==> config.mk <==
export PLATFORM = sky130hd
export DESIGN_NAME = serial_adder
export DESIGN_NICKNAME = d
export VERILOG_FILES = /design/src/rtl/serial_arith_pkg.sv /design/src/rtl/full_adder.sv /design/src/rtl/serial_adder.sv
export SDC_FILE = /design/constraint.sdc
export NUM_CORES = 1
export LEC_CHECK = 0
export CAP_MARGIN = 20
export CORE_ASPECT_RATIO = 1.5
export CORE_MARGIN = 10
export CORE_UTILIZATION = 40
export CTS_BUF_LIST = sky130_fd_sc_hd__clkbuf_8
export DETAILED_ROUTE_END_ITERATION = 12
export PLACE_DENSITY = 0.68
export SLEW_MARGIN = 40
export SYNTH_ARGS = -nofsm -noshare
export SYNTH_HDL_FRONTEND = slang
export SYNTH_HIERARCHICAL = 1
export SYNTH_SLANG_ARGS = --single-unit
==> constraint.sdc <==
create_clock -name clk -period 1.7 [get_ports clk]
set_input_delay 0.425 -clock clk [delete_from_list [all_inputs] [get_ports clk]]
set_output_delay 0.425 -clock clk [all_outputs]
set_load 0.1 [all_outputs]
==> src/rtl/serial_arith_pkg.sv <==
`default_nettype none
// ============================================================================
// Module   : serial_arith_pkg
// Brief    : Shared state encoding and width limits for the bit-serial
//            arithmetic blocks (adder, future subtractor).
// Revision : 1.0 - initial release
// ============================================================================
package serial_arith_pkg;

    localparam logic [1:0] c_IDLE = 2'd0;
    localparam logic [1:0] c_RUN  = 2'd1;
    localparam logic [1:0] c_DONE = 2'd2;

    localparam int c_WIDTH_MIN = 2;
    localparam int c_WIDTH_MAX = 32;

    function automatic bit width_ok(input int w);
        return (w >= c_WIDTH_MIN) && (w <= c_WIDTH_MAX);
    endfunction

endpackage
`default_nettype wire

==> src/rtl/full_adder.sv <==
`default_nettype none
// ============================================================================
// Module   : full_adder
// Brief    : One-bit combinational full-adder cell.
// Revision : 1.0 - initial release
// ============================================================================
module full_adder (
    input  logic a,
    input  logic b,
    input  logic cin,
    output logic sum,
    output logic cout
);

    logic w_half;

    assign w_half = a ^ b;
    assign sum    = w_half ^ cin;
    assign cout   = (a & b) | (cin & w_half);

endmodule
`default_nettype wire

==> src/rtl/serial_adder.sv <==
`default_nettype none
// ============================================================================
// Module   : serial_adder
// Brief    : Bit-serial adder, LSB first, one bit per clock through a single
//            full-adder cell with a registered carry; valid/ready on both ends.
// Revision : 1.0 - initial release
// ============================================================================
module serial_adder
    import serial_arith_pkg::*;
#(
    parameter int WIDTH = 8
) (
    input  logic             clk,
    input  logic             rst,
    input  logic             in_valid,
    output logic             in_ready,
    input  logic [WIDTH-1:0] a,
    input  logic [WIDTH-1:0] b,
    input  logic             cin,
    output logic             out_valid,
    input  logic             out_ready,
    output logic [WIDTH-1:0] sum,
    output logic             cout,
    output logic             busy
);

    localparam int              c_CW   = $clog2(WIDTH);
    localparam logic [c_CW-1:0] c_LAST = c_CW'(WIDTH - 1);

    if (!width_ok(WIDTH)) begin : g_width_check
        $error("serial_adder: WIDTH out of range 2..32");
    end

    logic [1:0]       r_state;
    logic [WIDTH-1:0] r_a_sr;
    logic [WIDTH-1:0] r_b_sr;
    logic [WIDTH-1:0] r_s_sr;
    logic [c_CW-1:0]  r_cnt;
    logic             r_carry;
    logic             w_sum_bit;
    logic             w_carry_out;

    full_adder u_fa (
        .a    (r_a_sr[0]),
        .b    (r_b_sr[0]),
        .cin  (r_carry),
        .sum  (w_sum_bit),
        .cout (w_carry_out)
    );

    always_ff @(posedge clk) begin
        if (rst) begin
            r_state <= c_IDLE;
            r_a_sr  <= '0;
            r_b_sr  <= '0;
            r_s_sr  <= '0;
            r_cnt   <= '0;
            r_carry <= 1'b0;
        end else begin
            case (r_state)
                c_IDLE: begin
                    if (in_valid) begin
                        r_a_sr  <= a;
                        r_b_sr  <= b;
                        r_carry <= cin;
                        r_cnt   <= '0;
                        r_state <= c_RUN;
                    end
                end
                c_RUN: begin
                    r_s_sr  <= {w_sum_bit, r_s_sr[WIDTH-1:1]};
                    r_a_sr  <= r_a_sr >> 1;
                    r_b_sr  <= r_b_sr >> 1;
                    r_carry <= w_carry_out;
                    // Hold the counter on the final bit so it never wraps.
                    if (r_cnt == c_LAST) begin
                        r_state <= c_DONE;
                    end else begin
                        r_cnt <= r_cnt + 1'b1;
                    end
                end
                c_DONE: begin
                    if (out_ready) begin
                        r_state <= c_IDLE;
                    end
                end
                default: r_state <= c_IDLE;
            endcase
        end
    end

    assign in_ready  = (r_state == c_IDLE);
    assign busy      = (r_state == c_RUN);
    assign out_valid = (r_state == c_DONE);
    assign sum       = r_s_sr;
    assign cout      = r_carry;

endmodule
`default_nettype wire

Word-level counts from Yosys, hierarchy flattened
Index checks and enable logic that the tools add are counted.
W data, S select, Z words.
{"block": "op_classes", "addsub": 1, "n_eq_ne": 7, "n_mux": 13, "n_bitwise": 5, "n_reduce_logical": 5}
{"cell": "$pmux W8 S2", "n": 2}
{"cell": "$mux W8", "n": 2}
{"cell": "$mux W2", "n": 3}
{"cell": "$mux W3", "n": 2}
{"cell": "$pmux W2 S3", "n": 1}
{"cell": "$pmux W3 S2", "n": 1}
{"cell": "$reduce_and A3 Y1", "n": 2}
{"cell": "$ne A2 B1 Y1 const B", "n": 2}
{"cell": "$ne A2 B2 Y1 const B", "n": 2}
{"cell": "$add A3 B1 Y3 const B", "n": 1}
{"cell": "$eq A3 B3 Y1 const B", "n": 1}
{"cell": "$and A1 B1 Y1", "n": 2}
{"cell": "$eq A2 B1 Y1 const B", "n": 1}
{"cell": "$eq A2 B2 Y1 const B", "n": 1}
{"cell": "$logic_not A2 Y1", "n": 1}
{"cell": "$pmux W1 S2", "n": 1}
{"cell": "$reduce_and A2 Y1", "n": 1}
{"cell": "$reduce_bool A2 Y1", "n": 1}
{"cell": "$xor A1 B1 Y1", "n": 2}
{"cell": "$mux W1", "n": 1}
{"cell": "$or A1 B1 Y1", "n": 1}
{"block": "word_totals", "regBits": 30, "out_inout_bits": 12, "word_cells": 37}

Logic depth before layout (Yosys ltp)
{"block": "logic_depth", "depth_word": 4, "depth_mapped": 6, "mapped_depth_nobuf": 5}

Cells and area by module
The synthesis kept the hierarchy.
{"mod": "serial_adder", "instances": 1, "cells_each": 140, "area_per_inst_um2": 1430.1, "seq_area_each_um2": 600.6}
{"mod": "full_adder", "instances": 1, "cells_each": 1, "area_per_inst_um2": 20.0, "seq_area_each_um2": 0.0}

Worst setup path before layout
Ideal clock, no wire load.
{"block": "synth_path", "path_kind": "reg2out", "startpoint": "register r_state[1]", "endpoint": "output port out_valid", "t_arrival_ps": 1802, "required_time_ps": 1275, "setup_slack_ps": -527, "path_stages_with_launch": 2, "cell_sequence": "dfxtp_1 nor2b_1"}
{"block": "synth_between", "elab_chain_len": 1}
{"item": "start, declared", "line": "serial_adder.sv:34", "source": "logic [1:0] r_state;"}
{"item": "start signal, assigned", "line": "serial_adder.sv:53", "source": "r_state <= c_IDLE;"}
{"item": "start signal, assigned", "line": "serial_adder.sv:67", "source": "r_state <= c_RUN;"}
{"item": "start signal, assigned", "line": "serial_adder.sv:77", "source": "r_state <= c_DONE;"}
{"item": "$eq A2 B2 Y1", "line": "serial_adder.sv:94", "source": "assign out_valid = (r_state == c_DONE);"}
{"item": "end, declared", "line": "serial_adder.sv:20", "source": "output logic out_valid,"}
Every way passes these cells.

Worst setup path after layout
{"block": "layout_path", "startpoint": "register r_state[1]", "endpoint": "output port busy"}
{"block": "layout_between", "elab_chain_len": 1}
{"item": "$eq A2 B1 Y1", "line": "serial_adder.sv:93", "source": "assign busy = (r_state == c_RUN);"}
{"item": "end, declared", "line": "serial_adder.sv:24", "source": "output logic busy"}
Every way passes these cells.

==> impl_metrics.py <==
metrics = {
    "power_and_ir_drop": {
        "irDropWorstVdd_mv": 0.595,
        "p_leak_nw": 0.754,
        "powerDensity_nw_per_um2": 827,
    },
    "timing": {
        "slew_headroom": 0.718,
        "fin_tns_setup_ns": 0,
        "min_period_over_period": 0.945,
        "period_needed_ns": 1.61,
        "whs_ns": 0.497,
        "setup_viol": 0,
        "rsz0062_at_grt": "no",
        "worst_slack_ns": 0.0934,
        "tightestPinTransition_ns": 0.422,
        "slew_violations": 0,
        "max_freq_ghz": 0.622,
        "hold_violations": 0,
        "finClkSkew_ns": 0.00634,
    },
    "setup_path": {
        "critPathLaunch": "r_state[1]",
        "cp-end-kind": "primary output",
        "critical_path_class": "flip-flop to primary output",
        "cp.arrival_ns": 1.18,
        "required_ns": 1.27,
        "crit_fanout": 10,
        "r2r_setup_slack_ns": 0.33,
        "start_kind": "flip-flop",
        "r2r_start": "r_state[0]",
    },
    "cts": {
        "clock_path_buffers": 2,
        "cts_hold_buf": 0,
        "clk_latency_ns": 0.28,
        "clkTransAtPathRegs_ns": 0.06,
        "cts_buffers": 5,
        "clockRootBuffer": "clkbuf_8",
        "cts_tree": "done",
        "cts.sinks": 30,
        "htreeDepth": 2,
        "post_cts_buffers": 0,
    },
    "yosys": {
        "syn_nets": 165,
        "ys_ff_latch": 30,
        "synth_edf_count": 0,
        "synth_cells": 141,
        "yosys.area.top_type": "dfxtp_1",
        "avgSynthCellArea_um2": 10.3,
        "ys_top_cells_by_area": "dfxtp_1 (41%), a211oi_2 (13%), mux2i_1 (11%), nor2_2 (6.5%), nand2_1 (4.9%)",
        "synth_seq_area_share": 0.414,
        "ys.warnings.count": 6,
        "syn_area_um2": 1450,
        "synth_ff_type": "dfxtp_1",
        "async_flop_share": 0,
        "synth_top_area_frac": 0.414,
        "synth_cell_type_count": 25,
    },
    "detailed_routing": {
        "drt_iter0_markers": 52,
        "ant_nets": 0,
        "drc": 0,
        "totalWireLength_um": 3170,
        "wire_per_inst_um": 14.5,
        "vias": 1125,
        "via_per_inst": 5.14,
        "drt_first_pass_iters": 6,
    },
    "grt": {
        "grt_start_max_net_pins": 31,
        "grt_pass1_vias": 1198,
        "grt_usage": 0.103,
        "grt-ovfl-total": 0,
        "grt_pass1_wl_um": 5640,
        "antenna_found_initial": 0,
    },
    "outcome": {
        "status": "finished, final reports clean",
    },
    "floorplan": {
        "rows": 26,
        "io_pins": 33,
        "start_util": 0.421,
        "core_area_um2": 3450,
        "fp.dieW_um": 69.2,
        "die-area_um2": 6480,
        "die_y_um": 93.7,
    },
    "placed_design": {
        "placed_area_um2": 1940,
        "dpl.cell_count": 212,
        "portBuffers": 32,
        "place_ws_ns": 0.0692,
        "place_congestion": 0.738,
        "hpwl_um": 2430,
    },
    "cells_and_area": {
        "syn2layout_area_growth_pct": 39.3,
        "fillers": 331,
        "nets": 201,
        "drive_gt1_frac": 0.356,
        "layoutNonFillerInstCount": 219,
        "stdcell_area_um2": 2020,
        "n_antenna_cell": 0,
    },
    "min_path": {
        "min_path_type": "flip-flop to flip-flop",
        "worstHoldStart": "sum[0]",
    },
    "flow_run": {
        "cap_violations": 0,
    },
}
==> cells by family after synthesis <==
kind of cell               count (synthesis)  synth area share
and+or+nand+nor                           47             0.159
adders and majority gates                  3            0.0311
DFF                                       30             0.414
buffers and inverters                     13            0.0785
muxes                                     16             0.110
AOI/OAI and AO/OA                         32             0.207
==> timing repair <==
item | in CTS | in global routing
gates resized for setup | 1 | 1
endpoints found under the hold margin | 0 | 0
cloned | 0 | 0
setup endpoints to repair | 1 | 1
pin swaps | 0 | 0
==> metal layers <==
metal / global-route usage / routed length, um / up-vias
met5: 0 / 0 / -
met4: 0.0387 / 29 / 0
met3: 0.0370 / 146 / 4
met2: 0.178 / 1610 / 31
met1: 0.112 / 1380 / 526
li1: - / - / 564
==> worst max-delay path, cell delays in order (launching register included) <==
cell and delay [ns]:
dfxtp_2 0.37, nand2b_1 0.21, inv_4 0.14, buf_12 0.18
==> cells in the mapped netlist (2+ instances only) <==
library cell	number
a211oi_2	15
a21oi_1	9
a31oi_1	3
a32oi_1	2
buf_12	2
buf_4	2
buf_6	3
clkbuf_1	3
dfxtp_1	30
ha_1	2
inv_1	2
mux2i_1	16
nand2_1	19
nand3_1	4
nor2_1	5
nor2_2	15
==> worst paths after layout <==
| check | to | cells after the start |
|---|---|---|
| setup / recovery | busy | 3 |
| hold / removal | sum[0] | 2 |
| setup reg to reg | cout | 5 |
| hold reg to reg | sum[0] | 2 |
==> sequential cells by signal, summed over array words and instances, names as in the netlist <==
register	cells
sum	8
r_b_sr	8
r_cnt	3
cout	1
r_a_sr	8
r_state	2
==> per-stage QoR <==
| step | utilization | power, mW |
|---|---|---|
| 2_1_floorplan | - | 1.04 |
| 3_3_place_gp | 0.562 | 1.15 |
| 3_5_place_dp | 0.562 | 1.17 |
| 4_1_cts | 0.586 | 1.70 |
| 5_1_grt | 0.586 | 1.76 |
| 6_report | 0.586 | 1.67 |
==> layout by cell type, fill, tap and decap left out, types with 4 or more instances in the layout <==
master	synthesis	layout
dfxtp_1	30	27
clkdlybuf4s50_1	0	20
nand2_1	19	19
nor2_2	15	16
mux2i_1	16	16
a211oi_2	15	15
buf_12	2	15
a21oi_1	9	9
clkbuf_8	0	5
nor2_1	5	4
nand3_1	4	4
buf_4	2	4
==> cell type report <==
cell class	count	area, um^2	area share
inverter	3	13.8	0.00681
clock inverter	2	10.0	0.00495
clock buffer	5	68.8	0.0341
tap	42	52.6	0.0260
timing repair buffer	39	531	0.263
multi-input combinational	98	741	0.367
sequential	30	604	0.299
==> where the power goes <==
group | internal (mW) | leakage [nW] | switching [mW]
Combinational | 0.172 | 0.463 | 0.193
Sequential | 0.747 | 0.247 | 0.0364
Clock | 0.274 | 0.0438 | 0.249
Total | 1.19 | 0.754 | 0.478
Power figures use the tool's default switching activity.
